File: src/rtl/pc_pkg.sv
// rtl/pc_pkg.sv - PC source encodings and alignment helpers shared by the PC unit
package pc_pkg;

    typedef enum logic [1:0] {
        PC_SEQ    = 2'b00,
        PC_BRANCH = 2'b01,
        PC_JUMP   = 2'b10,
        PC_TRAP   = 2'b11
    } pc_src_e;

    // Low address bits that must be zero for a legal instruction fetch.
    localparam logic [1:0] ALIGN_MASK = 2'b11;

    function automatic logic is_misaligned(input logic [1:0] lsb);
        return |(lsb & ALIGN_MASK);
    endfunction

endpackage

File: src/rtl/pc_ras.sv
// rtl/pc_ras.sv - circular return-address stack; overwrites oldest entry when full
module pc_ras #(
    parameter int XLEN  = 32,
    parameter int DEPTH = 4
) (
    input  logic            clk,
    input  logic            rst_n,
    input  logic            i_push,
    input  logic            i_pop,
    input  logic [XLEN-1:0] i_push_data,
    output logic [XLEN-1:0] o_top,
    output logic            o_nonempty,
    output logic            o_underflow
);
    localparam int PW = $clog2(DEPTH);
    localparam int CW = PW + 1;

    logic [XLEN-1:0] r_mem [DEPTH];
    logic [PW-1:0]   r_ptr;
    logic [CW-1:0]   r_count;
    logic            r_underflow;
    logic [PW-1:0]   w_top_idx;
    logic            w_nonempty;
    logic            w_replace;

    // r_ptr addresses the next free slot, so the top lives one below it.
    assign w_top_idx   = r_ptr - PW'(1);
    assign w_nonempty  = (r_count != '0);
    assign w_replace   = i_push && i_pop && w_nonempty;
    assign o_top       = r_mem[w_top_idx];
    assign o_nonempty  = w_nonempty;
    assign o_underflow = r_underflow;

    always_ff @(posedge clk) begin
        if (i_push) begin
            if (w_replace) begin
                r_mem[w_top_idx] <= i_push_data;
            end else begin
                r_mem[r_ptr] <= i_push_data;
            end
        end
    end

    always_ff @(posedge clk or negedge rst_n) begin
        if (!rst_n) begin
            r_ptr       <= '0;
            r_count     <= '0;
            r_underflow <= 1'b0;
        end else begin
            r_underflow <= i_pop && !w_nonempty;
            if (w_replace) begin
                r_ptr   <= r_ptr;
                r_count <= r_count;
            end else if (i_push) begin
                r_ptr   <= r_ptr + PW'(1);
                r_count <= (r_count == CW'(DEPTH)) ? r_count : r_count + CW'(1);
            end else if (i_pop && w_nonempty) begin
                r_ptr   <= r_ptr - PW'(1);
                r_count <= r_count - CW'(1);
            end
        end
    end

endmodule

File: src/rtl/pc_gen.sv
// rtl/pc_gen.sv - next-PC select, alignment check and PC register; PC_RAS_EN adds a return-address stack
module pc_gen
    import pc_pkg::*;
#(
    parameter int              XLEN      = 32,
    parameter logic [XLEN-1:0] RESET_VEC = '0,
    parameter int              INC       = 4,
    parameter int              IMM_SHIFT = 2,
    parameter int              RAS_DEPTH = 4
) (
    input  logic            clk,
    input  logic            Reset,
    input  logic            PCWre,
    input  logic [1:0]      PCSrc,
    input  logic [XLEN-1:0] immediate,
    input  logic [XLEN-1:0] target,
    input  logic [XLEN-1:0] trap_vec,
    input  logic            is_call,
    input  logic            is_ret,
    output logic [XLEN-1:0] Address,
    output logic [XLEN-1:0] pc_plus_inc,
    output logic            misalign,
    output logic            ras_underflow
);
    logic [XLEN-1:0] r_addr;
    logic            r_misalign;
    logic [XLEN-1:0] w_seq;
    logic [XLEN-1:0] w_branch;
    logic [XLEN-1:0] w_jump;
    logic [XLEN-1:0] w_next;
    logic            w_update;
    logic            w_ras_hit;
    logic [XLEN-1:0] w_ras_top;

    assign w_seq    = r_addr + XLEN'(INC);
    assign w_branch = r_addr + (immediate << IMM_SHIFT);
    assign w_jump   = {target[XLEN-1:1], 1'b0};
    // A trap must be taken even while the pipeline is stalled.
    assign w_update = PCWre || (PCSrc == PC_TRAP);

`ifdef PC_RAS_EN
    logic w_push;
    logic w_pop;
    logic w_ras_nonempty;

    assign w_push    = w_update && is_call && (PCSrc == PC_BRANCH || PCSrc == PC_JUMP);
    assign w_pop     = w_update && is_ret && (PCSrc == PC_JUMP);
    assign w_ras_hit = is_ret && (PCSrc == PC_JUMP) && w_ras_nonempty;

    pc_ras #(
        .XLEN  (XLEN),
        .DEPTH (RAS_DEPTH)
    ) u_ras (
        .clk         (clk),
        .rst_n       (Reset),
        .i_push      (w_push),
        .i_pop       (w_pop),
        .i_push_data (w_seq),
        .o_top       (w_ras_top),
        .o_nonempty  (w_ras_nonempty),
        .o_underflow (ras_underflow)
    );
`else
    logic w_unused_ras;

    assign w_unused_ras  = ^{is_call, is_ret};
    assign w_ras_hit     = 1'b0;
    assign w_ras_top     = '0;
    assign ras_underflow = 1'b0;
`endif

    always_comb begin
        w_next = w_seq;
        case (pc_src_e'(PCSrc))
            PC_SEQ:    w_next = w_seq;
            PC_BRANCH: w_next = w_branch;
            PC_JUMP:   w_next = w_ras_hit ? w_ras_top : w_jump;
            PC_TRAP:   w_next = trap_vec;
            default:   w_next = w_seq;
        endcase
    end

    always_ff @(posedge clk or negedge Reset) begin
        if (!Reset) begin
            r_addr     <= RESET_VEC;
            r_misalign <= 1'b0;
        end else begin
            r_misalign <= w_update && is_misaligned(w_next[1:0]);
            if (w_update) begin
                r_addr <= w_next & ~XLEN'(ALIGN_MASK);
            end
        end
    end

    assign Address     = r_addr;
    assign pc_plus_inc = w_seq;
    assign misalign    = r_misalign;

endmodule
File: config.mk
export PLATFORM = sky130hd
export DESIGN_NAME = pc_gen
export DESIGN_NICKNAME = d
export VERILOG_FILES = /design/src/rtl/pc_pkg.sv /design/src/rtl/pc_ras.sv /design/src/rtl/pc_gen.sv
export SDC_FILE = /design/constraint.sdc
export NUM_CORES = 1
export LEC_CHECK = 0
export ABC_CLOCK_PERIOD_IN_PS = 2710
export CAP_MARGIN = 25
export CORE_ASPECT_RATIO = 0.7
export CORE_UTILIZATION = 40
export CTS_BUF_LIST = sky130_fd_sc_hd__clkbuf_8
export CTS_CLUSTER_DIAMETER = 50
export CTS_CLUSTER_SIZE = 10
export DETAILED_ROUTE_END_ITERATION = 16
export PLACE_DENSITY = 0.76
export SYNTH_ARGS = -nofsm -noshare
export SYNTH_HDL_FRONTEND = slang
export SYNTH_HIERARCHICAL = 1
export SYNTH_SLANG_ARGS = --single-unit
File: constraint.sdc
create_clock -name clk -period 2.71 [get_ports clk]
set_input_delay 0.542 -clock clk [delete_from_list [all_inputs] [get_ports clk]]
set_output_delay 0.542 -clock clk [all_outputs]
set_load 0.01 [all_outputs]
# Word-level counts from Yosys, hierarchy flattened
# Index checks and enable logic that the tools add are counted.
[word_totals] ram_bits=0 latch_bits=0 word_cells=12 input_bits=103 output_inout_bits=66 rom_bits=0 n_memories=0 ff_bits=31
[classes] n_mux=1 n_reduce_logical=4 eq_ne=3 n_bitwise=0 magnitude_cmp=0 n_shift=0 mul=0 n_addsub=2 n_div=0
[ops] cell="$pmux 32 s4" count=1
[ops] cell="$add 32x3->32 const B" count=1
[ops] cell="$add 32x32->32" count=1
[ops] cell="$eq 2x2->1 const B" count=2
[ops] cell="$eq 2x1->1 const B" count=1
[ops] cell="$logic_not 2->1" count=1
[ops] cell="$reduce_or 2->1" count=1
[ops] cell="$logic_and 1x1->1" count=1
[ops] cell="$logic_or 1x1->1" count=1

# Depth between registers and ports, before layout
# Gate-level depths: netlist of the first run.
[logic_depth] depth_word=4 mapped_depth=10 mapped_depth_nobuf=10

# Worst setup path before layout of the first run
# OpenSTA, ideal clock, no wires.
[synth_timing] path_kind="input to register" start="input immediate[0]" end="register r_addr[30], in the netlist Address[30]" setup_slack_ns=-0.163 setup_ns=0.088 arrival_time_ns=2.785 required_time_ns=2.622 path_buffers=0 stages=10 path_cell_list="ha_1 fa_1 a21o_1 a21oi_1 o21ai_1 a2111oi_2 o21ai_1 a41oi_1 mux2i_1 nor3b_1"
[synth_via] elab_chain_cells=2
[synth_lines] element="from (decl)" line="pc_gen.sv:15" source="input logic [XLEN-1:0] immediate,"
[synth_lines] element="$add 32x32->32" line="pc_gen.sv:36" source="assign w_branch = r_addr + (immediate << IMM_SHIFT);"
[synth_lines] element="$pmux 32 s4" line="pc_gen.sv:74" source="case (pc_src_e'(PCSrc))"
[synth_lines] element="to (signal assigned)" line="pc_gen.sv:90" source="r_addr <= w_next & ~XLEN'(ALIGN_MASK);"
[synth_lines] element="to (decl)" line="pc_gen.sv:25" source="logic [XLEN-1:0] r_addr;"
# No other way between the ends.
# A chain may end at the register's enable or synchronous reset.

# Worst setup path after layout of the first run
[layout_timing] start="register r_addr[2], in the netlist Address[2]" end="register r_addr[30], in the netlist Address[30]"
[layout_via] elab_chain_cells=2 elab_cells_between_ends=3 cone_classes="2 x add/sub; 1 x mux"
[layout_lines] element="$add 32x32->32 / $add 32x3->32 (equally long branches)" line="pc_gen.sv:36, pc_gen.sv:35"
[layout_lines] element="$pmux 32 s4 *" line="pc_gen.sv:74"
# Every way passes the cells marked *; elsewhere a longest branch is shown, timed or not.

==> results.json, run 1 <==
{
  "synth_edf_count": 0,
  "layout_setup_ws_ns": -0.139,
  "ir_drop_mv": 0.426,
  "grt_use_total": 0.371,
  "wirelength_um": 23400,
  "initial_utilization": 0.418,
  "yosysMostFrequentCell": "nand2_1",
  "fin_cells": 1112,
  "slowest_delay_ns": 0.44,
  "worst_pin_slew_ns": 0.778,
  "core_area_sq_um": 11200,
  "critical_path_peak_fanout": 4,
  "hold_ws_ns": 0.637,
  "rsz0062_at_grt": "yes",
  "power_leakage_uw": 0.00384,
  "synth_cell_types": 73,
  "placed_cells": 1071,
  "dieArea_sq_um": 12100,
  "dr.first_iter.drc_count": 716,
  "end_kind": "register",
  "clock_skew_ns": 0.00768,
  "maxCapViolations": 0,
  "drt-vias-per-instance": 5.88,
  "gp_congestion": 0.964,
  "antenna_found_initial": 0,
  "post-route-period-util": 1.05,
  "synth.area.top_cells": "dfrtp_1 17%, ha_1 8.0%, a21oi_1 6.1%",
  "final_hold_viol_count": 0,
  "slowest_stage": "dfrtp_2",
  "portBuffers": 158,
  "htree_levels": 2,
  "dp_hpwl_um": 17800,
  "async_reset_ff_frac": 1.00,
  "p_per_area_nw_per_um2": 656,
  "insertedDiodeCount": 0,
  "crit_chain": "buf_6, ha_4, fa_2, a21o_1, a21oi_4, o21ai_4, a2111oi_4, o21ai_2, a41oi_2, buf_4, mux2i_1, nor3b_2",
  "path_class": "register to register",
  "synth.yosys.seq_area_share": 0.166,
  "outcome": "finished with violations",
  "wl_per_cell_um": 21.0,
  "drtAntennaViolNets": 0,
  "multi_input_area_sq_um": 4300,
  "layout-area-overhead-vs-synth_pct": 83.6,
  "finalPower_uw": 5620,
  "ys_seq_elements": 31,
  "critPathRequiredTime_ns": 2.92,
  "synth_warnings": 6,
  "violations": "setup timing",
  "synth_top_area_frac": 0.166,
  "synthTopCellsByCount": "73 x nand2_1, 57 x a21oi_1, 56 x nor2_1, 31 x dfrtp_1, 30 x ha_1",
  "cts_tree": "built",
  "die_w_um": 131,
  "firstDrtPassIters": 5,
  "vias": 6542,
  "grt_pass1_vias": 6257,
  "min_period_ns": 2.85,
  "clockBufferDepth": 2,
  "grt_pass1_wl_um": 34800,
  "grt_start_max_net_pins": 32,
  "hold_path_class": "register to register",
  "final_layout_size_suffix_gt1_frac": 0.379,
  "insertion_delay_ns": 0.29,
  "drcViolationCount": 0,
  "startpoint_type": "register",
  "slew_violations": 0,
  "slew_headroom": 0.479,
  "syn_inst": 622,
  "synthFlopType": "dfrtp_1",
  "setup_viol": 8,
  "synth_area_sq_um": 4670,
  "critical_path_arrival_ns": 3.06,
  "overflow": 0,
  "yosysTopAreaCell": "dfrtp_1",
  "numCtsBuffers": 5,
  "n_fill_cell": 791,
  "cts_hold_buffers": 0,
  "seqCellArea_sq_um": 782,
  "die_y_um": 92.4,
  "floorplan.rows": 32,
  "num_io_pins": 169,
  "syn_avg_cell_area_sq_um": 7.51,
  "cts_sinks": 31,
  "fmax_ghz": 0.351,
  "path_clk_slew_ns": 0.08,
  "cts_root_buf": "clkbuf_8",
  "final_net_count": 1092
}
power breakdown:
group	internal (uW)	total, uW	switching (uW)	leakage [uW]
clock	176	377	202	0.0000453
combinational	2290	4490	2210	0.00344
sequential	585	748	163	0.000354
placed cells by master, fill, tap and decap left out, types with 11 or more instances in the layout:
cell type,Yosys,layout
nor2_1,56,50
nand3_1,18,15
nand4_1,16,16
o21ai_0,28,25
buf_6,2,11
a21oi_2,2,12
ha_4,0,14
buf_4,6,200
dfrtp_1,31,26
nor3_1,15,12
a21oi_1,57,44
ha_1,30,13
nand2_1,73,68
o21ai_1,14,12
dlygate4sd2_1,0,14
xnor2_1,27,18
a21o_1,21,21
inv_1,14,15
xor2_1,21,18
clkdlybuf4s50_1,0,122
per-stage QoR:
step	area, sq um	utilization	setup slack [ns]	setup TNS [ns]
6_report	8570	0.767	-0.139	-0.527
4_1_cts	8070	0.722	-0.110	-0.235
3_3_place_gp	7590	0.680	-0.757	-13.82
2_1_floorplan	4710	-	-0.0315	-0.0315
3_5_place_dp	7590	0.680	-0.789	-14.38
5_1_grt	8570	0.767	-0.206	-1.61
metal layers:
| layer | vias up | global-route usage | wire length [um] |
|---|---|---|---|
| met4 | 0 | 0.0480 | 245 |
| met3 | 39 | 0.0876 | 2950 |
| met1 | 3098 | 0.543 | 10200 |
| li1 | 2973 | - | - |
| met2 | 432 | 0.558 | 9930 |
| met5 | - | 0 | 0 |
area by class of cell:
type / count / area share
tap: 153 / 0.0223
inverter: 14 / 0.00613
timing repair buffer: 368 / 0.369
sequential: 31 / 0.0912
clock buffer: 5 / 0.00803
clock inverter: 3 / 0.00190
multi-input combinational: 538 / 0.502
cells by family after synthesis:
logic type,Yosys count,synth area share
other,1,0.000803
AO/OA/AOI/OAI,206,0.292
buffers and inverters,57,0.0608
AND/OR/NAND/NOR,231,0.249
flip-flops,31,0.166
adder cells (fa/ha/maj),31,0.0847
multiplexers,17,0.0560
XOR/XNOR,48,0.0901
state kept, by name, summed over array words and instances (netlist names):
| name | flops |
|---|---|
| Address | 30 |
| misalign | 1 |
worst max-delay path, delay by kind of cell (launching register included):
kind | cells | cell delay [ns]
AOI/OAI and AO/OA | 6 | 1.16
adders and majority gates | 2 | 0.53
buffers and inverters | 2 | 0.28
DFF | 1 | 0.44
muxes | 1 | 0.16
and+or+nand+nor | 1 | 0.18
worst paths after layout:
path | start | to | slack (ns) | cells past startpoint
hold / removal | Address[31] | Address[31] | 0.64 | 2
setup / recovery | Address[2] | Address[30] | -0.14 | 12
max in group asynchronous | Reset | Address[9] | 1.68 | 2
setup reg to reg | Address[2] | Address[30] | -0.14 | 12
min in group asynchronous | Reset | Address[4] | 0.66 | 2
hold reg to reg | Address[31] | Address[31] | 0.64 | 2
repair_timing:
action / in CTS / in global routing
hold endpoints to repair: 0 / 0
buffers inserted: 20 / 14
pin swaps: 46 / 56
endpoints found under the setup margin: 45 / 41
gates resized for setup: 108 / 95
No activity file was read; power rests on OpenSTA's default activity.
==> run 2: changes to the inputs <==
--- a/config.mk
+++ b/config.mk
@@ -5,7 +5,6 @@
 export SDC_FILE = /design/constraint.sdc
 export NUM_CORES = 1
 export LEC_CHECK = 0
-export ABC_CLOCK_PERIOD_IN_PS = 2710
 export CAP_MARGIN = 25
 export CORE_ASPECT_RATIO = 0.7
 export CORE_UTILIZATION = 40
==> results of run 2 <==
No change in the layout: final DEF, timing and power equal those of run 1.
==> run 3: changes to the inputs <==
--- a/config.mk
+++ b/config.mk
@@ -13,6 +13,7 @@
 export CTS_CLUSTER_SIZE = 10
 export DETAILED_ROUTE_END_ITERATION = 16
 export PLACE_DENSITY = 0.76
+export SKIP_LAST_GASP = 1
 export SYNTH_ARGS = -nofsm -noshare
 export SYNTH_HDL_FRONTEND = slang
 export SYNTH_HIERARCHICAL = 1
==> run 3 against run 2 <==
The run still ends with setup timing left. Non-clock buffer count increased by 2. Clock power increased by 3%. Fmax increased by 0.38%. Largest power group unchanged. Highest routed layer unchanged.
==> results.json, run 3 (synthesis results as in run 1) <==
{
  "startpoint_type": "register",
  "dpl_worst_slack_ns": -0.789,
  "ir_drop_mv": 0.436,
  "initial_utilization": 0.418,
  "maxCapViolations": 0,
  "hp-start": "Address[31]",
  "crit_chain": "buf_6, ha_4, fa_2, a21o_1, a21oi_4, o21ai_2, a2111oi_4, o21ai_2, a41oi_2, buf_4, mux2i_1, nor3b_2",
  "wl_per_cell_um": 20.9,
  "final_hold_viol_count": 0,
  "post-route-period-util": 1.05,
  "critical_path_peak_fanout": 4,
  "dieArea_sq_um": 12100,
  "final_common_cell": "buf_4",
  "fin_util": 0.765,
  "slew_headroom": 0.505,
  "worstSetupStartpoint": "Address[2]",
  "critPathRequiredTime_ns": 2.92,
  "setup_viol": 10,
  "outcome": "finished with violations",
  "numCtsBuffers": 5,
  "portBuffers": 158,
  "slowest_delay_ns": 0.44,
  "place_area_sq_um": 7590,
  "core_area_sq_um": 11200,
  "vias": 6600,
  "clock_skew_ns": 0.0121,
  "dp_hpwl_um": 17800,
  "drt-vias-per-instance": 5.92,
  "slowest_stage": "dfrtp_2",
  "grt_start_max_net_pins": 32,
  "placed_cells": 1071,
  "final_cell_area_sq_um": 8550,
  "path_class": "register to register",
  "p_per_area_nw_per_um2": 657,
  "slew_violations": 0,
  "fin_cells": 1114,
  "fmax_ghz": 0.352,
  "cts_tree": "built",
  "grt_pass1_wl_um": 34700,
  "final_net_count": 1094,
  "wirelength_um": 23300,
  "final_layout_size_suffix_gt1_frac": 0.381,
  "grt_use_total": 0.369,
  "end_kind": "register",
  "largest_register_ffs": 30,
  "drtAntennaViolNets": 0,
  "hold_path_class": "register to register",
  "dr.first_iter.drc_count": 769,
  "crit_top_cell": "o21ai_2",
  "cts_hold_buffers": 0,
  "power_leakage_uw": 0.00384,
  "insertion_delay_ns": 0.30,
  "clockBufferDepth": 2,
  "most-common-layout-cells": "205 x buf_4, 122 x clkdlybuf4s50_1, 68 x nand2_1",
  "worst_pin_slew_ns": 0.740,
  "overflow": 0,
  "floorplan.rows": 32,
  "firstDrtPassIters": 5,
  "rsz0062_at_grt": "yes",
  "drcViolationCount": 0,
  "min_period_ns": 2.84,
  "layout_setup_ws_ns": -0.128,
  "htree_levels": 2,
  "gp_congestion": 0.964,
  "rr_startpoint": "Address[2]",
  "die_w_um": 131,
  "cts_sinks": 31,
  "cts_root_buf": "clkbuf_8",
  "finalPower_uw": 5620,
  "die_y_um": 92.4,
  "layout-area-overhead-vs-synth_pct": 83.1,
  "antenna_found_initial": 0,
  "violations": "setup timing",
  "path_clk_slew_ns": 0.08,
  "critical_path_arrival_ns": 3.05,
  "grt_pass1_vias": 6252,
  "num_io_pins": 169,
  "insertedDiodeCount": 0
}
[run 3: changes by cell type in the layout (fill, tap and decap cells not counted)]
cell	previous run	this run
and4_1	2	3
dlygate4sd2_1	14	11
and4_4	1	0
buf_6	11	7
o21ai_2	3	4
clkbuf_2	2	5
nand3_2	3	4
buf_4	200	205
nand3_4	5	4
o21ai_4	2	1
clkdlybuf4s15_1	2	3
[run 3: final cells by class]
class | count | area, sq um
Clock buffer | 5 | 68.8
Clock inverter | 3 | 16.3
Fill cell | 801 | 2630
Inverter | 14 | 52.6
Multi-Input combinational cell | 538 | 4280
Sequential cell | 31 | 782
Tap cell | 153 | 191
Timing Repair Buffer | 370 | 3150
[run 3: stage by stage]
step | hold WS, ns | TNS (ns)
after detailed placement | 0.623 | -14.38
after global routing | 0.691 | -1.71
after floorplan | 0.246 | -0.0315
after global placement | 0.608 | -13.82
final | 0.642 | -0.462
after CTS | 0.641 | -0.513
[run 3: what timing repair did]
action / CTS / global route
hold endpoints to repair: 0 / 0
pin swaps: 45 / 62
endpoints found under the setup margin: 45 / 42
gates resized for setup: 98 / 102
setup buffers: 20 / 17
[run 3: per-layer routing]
| metal | wire, um | GRT usage |
|---|---|---|
| met4 | 244 | 0.0422 |
| met2 | 9970 | 0.559 |
| met5 | 0 | 0 |
| met3 | 2750 | 0.0810 |
| met1 | 10400 | 0.543 |
[run 3: path summary, 6_finish.rpt]
path,endpoint,slack (ns),cells past startpoint
max in group asynchronous,Address[9],1.67,2
setup / recovery,Address[30],-0.13,12
hold reg to reg,Address[31],0.64,2
min in group asynchronous,Address[5],0.66,2
hold / removal,Address[31],0.64,2
setup reg to reg,Address[30],-0.13,12
[run 3: critical path, delay by kind of cell, from the launching register on]
kind | cells | cell delay [ns]
compound gates | 6 | 1.16
fa+ha+maj | 2 | 0.52
flops | 1 | 0.44
buf+inv | 2 | 0.28
simple gates | 1 | 0.18
mux | 1 | 0.16
[run 3: power by group]
| group | internal (uW) | leakage [uW] | total, uW | switching [uW] |
|---|---|---|---|---|
| logic | 2280 | 0.00344 | 4490 | 2210 |
| registers | 585 | 0.000354 | 738 | 153 |
| clock network | 176 | 0.0000453 | 388 | 212 |
| total | 3050 | 0.00384 | 5620 | 2570 |
==> RTL edit (settings of run 3) <==
Build with the macro `PC_RAS_EN` defined.
--- a/src/rtl/pc_gen.sv
+++ b/src/rtl/pc_gen.sv
@@ -1,4 +1,6 @@
 // rtl/pc_gen.sv - next-PC select, alignment check and PC register; PC_RAS_EN adds a return-address stack
+`define PC_RAS_EN
+
 module pc_gen
     import pc_pkg::*;
 #(
Check against the original RTL: not equivalent (a bounded check fails within 4 cycles, from zero or initial values and one cycle with Reset low).
==> RTL edit against run 3 <==
- the run still ends with setup timing left
- sequential cell count increased by 134
- wire length increased by 53%
- total power increased by 96%
- hold slack got worse by 620 ps
- design area increased by 74%
- synthesized area increased by 110%
- sequential power increased to 4.6 times the old value
- setup slack got worse by 230 ps
- clock skew increased by 8.3 ps
- via count increased by 44%
- utilization decreased by 14 points
- critical endpoint is now pc_plus_inc[24]
==> RTL edit: results (changes against run 3) <==
R2R Path End - Address[20]
internal power - 6840 uW (+120%)
worst setup margin - -357 ps (-230 ps)
clk buf depth - 2 (unchanged)
Yosys cell types - 78 (+6.8%)
Detailed Place HPWL - 24.5 mm (+37%)
H-tree level count - 4 (+2)
share of cells above drive strength 1 - 0.359 (-0.0220)
worst-margin pin slew - 539 ps (-201 ps)
Worst Clk Skew - 20.4 ps (+8.27 ps)
I/O Buffers - 161 (+1.9%)
Via density - 5.85 (-1.3%)
setup_tns - -4660 ps (-4200 ps)
Vias - 9502 (+44%)
largest net degree at the start of global routing - 34 (+6.3%)
total global routing track utilization - 0.270 (-0.0987)
Layout Nets - 1433 (+31%)
crit path max fanout - 7 (+3)
r2r setup slk - -110 ps (+20 ps)
hold crit path type - input pin to async pin
Seq/Total Area, Yosys - 0.484 (+0.318)
Cells after DPL - 1537 (+44%)
Reg clk slew, reported paths - 100 ps (+20 ps)
Pleak - 0.00597 uW (+55%)
Commonest cells post-synth - 128 x edfxtp_1, 120 x nand2_1, 67 x a21oi_1
EDFF count, synth - 128 (+128)
Max VDD drop - 0.000374 V (-14%)
syn avg cell area - 11.1 sq um (+48%)
Final Max Slew Viols - 0 (unchanged)
placed inst area - 13400 sq um (+77%)
drt first pass iters - 6 (+1)
number of global-route vias before repair - 9136 (+46%)
Final GP Congestion - 0.921 (-4.4%)
first-pass GRT wire length - 51.7 mm (+49%)
WL per Instance - 21.9 microns (+4.6%)
Synth area leaders - edfxtp_1 39%, dfrtp_1 9.4%, mux4_2 7.3%
failing checks - setup timing
First DRT Iteration DRCs - 1176 (+53%)
final setup fails - 28 (+18)
clock latency on the worst-skew pair - 470 ps (+170 ps)
asr flop ratio synth - 0.224 (-0.776)
Largest Register - u_ras/r_mem
Worst EP arrival - 2530 ps (-520 ps)
Inserted Clock Buffers - 17 (+12)
leading register cell type out of synthesis - edfxtp_1
R2R Path Start - Address[2]
status - complete, but fails checks
max reg flops - 128 (+330%)
==> RTL edit: cell count changes after synthesis, sizes merged, moves of 7 or more <==
cell           run 3  this run
nor2              58        39
xnor2             27        35
nand3             23        48
a221oi             0        11
clkbuf            25        42
o22ai              3        10
nor3              20         8
edfxtp             0       128
a21o              21         9
and3              10        20
a21oi             59        67
nand2             73       120
mux4               7        32
==> RTL edit: cells by family after synthesis <==
logic type / after synthesis / share of synthesized area
flip-flops: 165 / 0.484
AND/OR/NAND/NOR: 278 / 0.139
other: 1 / 0.000381
AO/OA/AOI/OAI: 223 / 0.147
buffers and inverters: 77 / 0.0377
XOR/XNOR: 60 / 0.0556
multiplexers: 47 / 0.0891
adder cells (fa/ha/maj): 36 / 0.0472
==> RTL edit: critical path, stage by stage, from the launching register on <==
cell	delay (ps)
dfrtp_1	400
nand4_4	150
or4_4	670
nor2_1	170
nand2_1	120
xnor2_2	220
buf_4	170
buf_2	160
==> RTL edit: final cells by class <==
cell class	instances	area (sq um)
multi-input cells	656	5440
clock inverters	15	145
fillers	1761	9070
clock buffers	17	234
flip-flops and latches	165	4770
inverters	17	63.8
well taps	318	398
repair buffers	437	3810
==> RTL edit: timing repair <==
item,CTS,global route
pin swaps,29,48
setup buffers,28,33
endpoints found under the setup margin,42,42
resized for setup,158,73
==> RTL edit: how the worst max path moves through the flow <==
stage | start | endpoint | slack, ps | cells after the start
finish | Address[10] | pc_plus_inc[24] | -360 | 7
global route | Address[9] | pc_plus_inc[26] | -410 | 6
CTS | Address[12] | pc_plus_inc[26] | -360 | 7
detailed placement | immediate[0] | Address[20] | -730 | 11
global placement | immediate[0] | Address[24] | -630 | 11
floorplan | PCSrc[0] | u_ras/r_mem[0][0] | -640 | 11
==> RTL edit: per-layer routing <==
layer  vias up  part of all wire  GRT usage
met5         -                 0          0
met4         0             0.032     0.0999
met3       108              0.11     0.0656
met2       662              0.46      0.412
met1      4560              0.40      0.374
li1       4172                 -          -
==> RTL edit: power groups by stage <==
stage / logic [uW] / clock network (uW) / registers, uW
after global routing: 6190 / 1890 / 3410
after detailed placement: 5180 / 0 / 3400
after floorplan: 2670 / 0 / 3520
after CTS: 5390 / 1780 / 3360
final: 5840 / 1790 / 3380
after global placement: 5070 / 0 / 3390
==> RTL edit: per-stage QoR <==
step | hold WS, ps | util | total power, uW | worst slack [ps]
global placement | 501 | 0.560 | 8460 | -627
floorplan | 246 | - | 6200 | -640
detailed placement | 515 | 0.560 | 8580 | -731
global route | 28.3 | 0.621 | 11500 | -406
CTS | 14.7 | 0.600 | 10500 | -358
finish | 20.7 | 0.621 | 11000 | -357
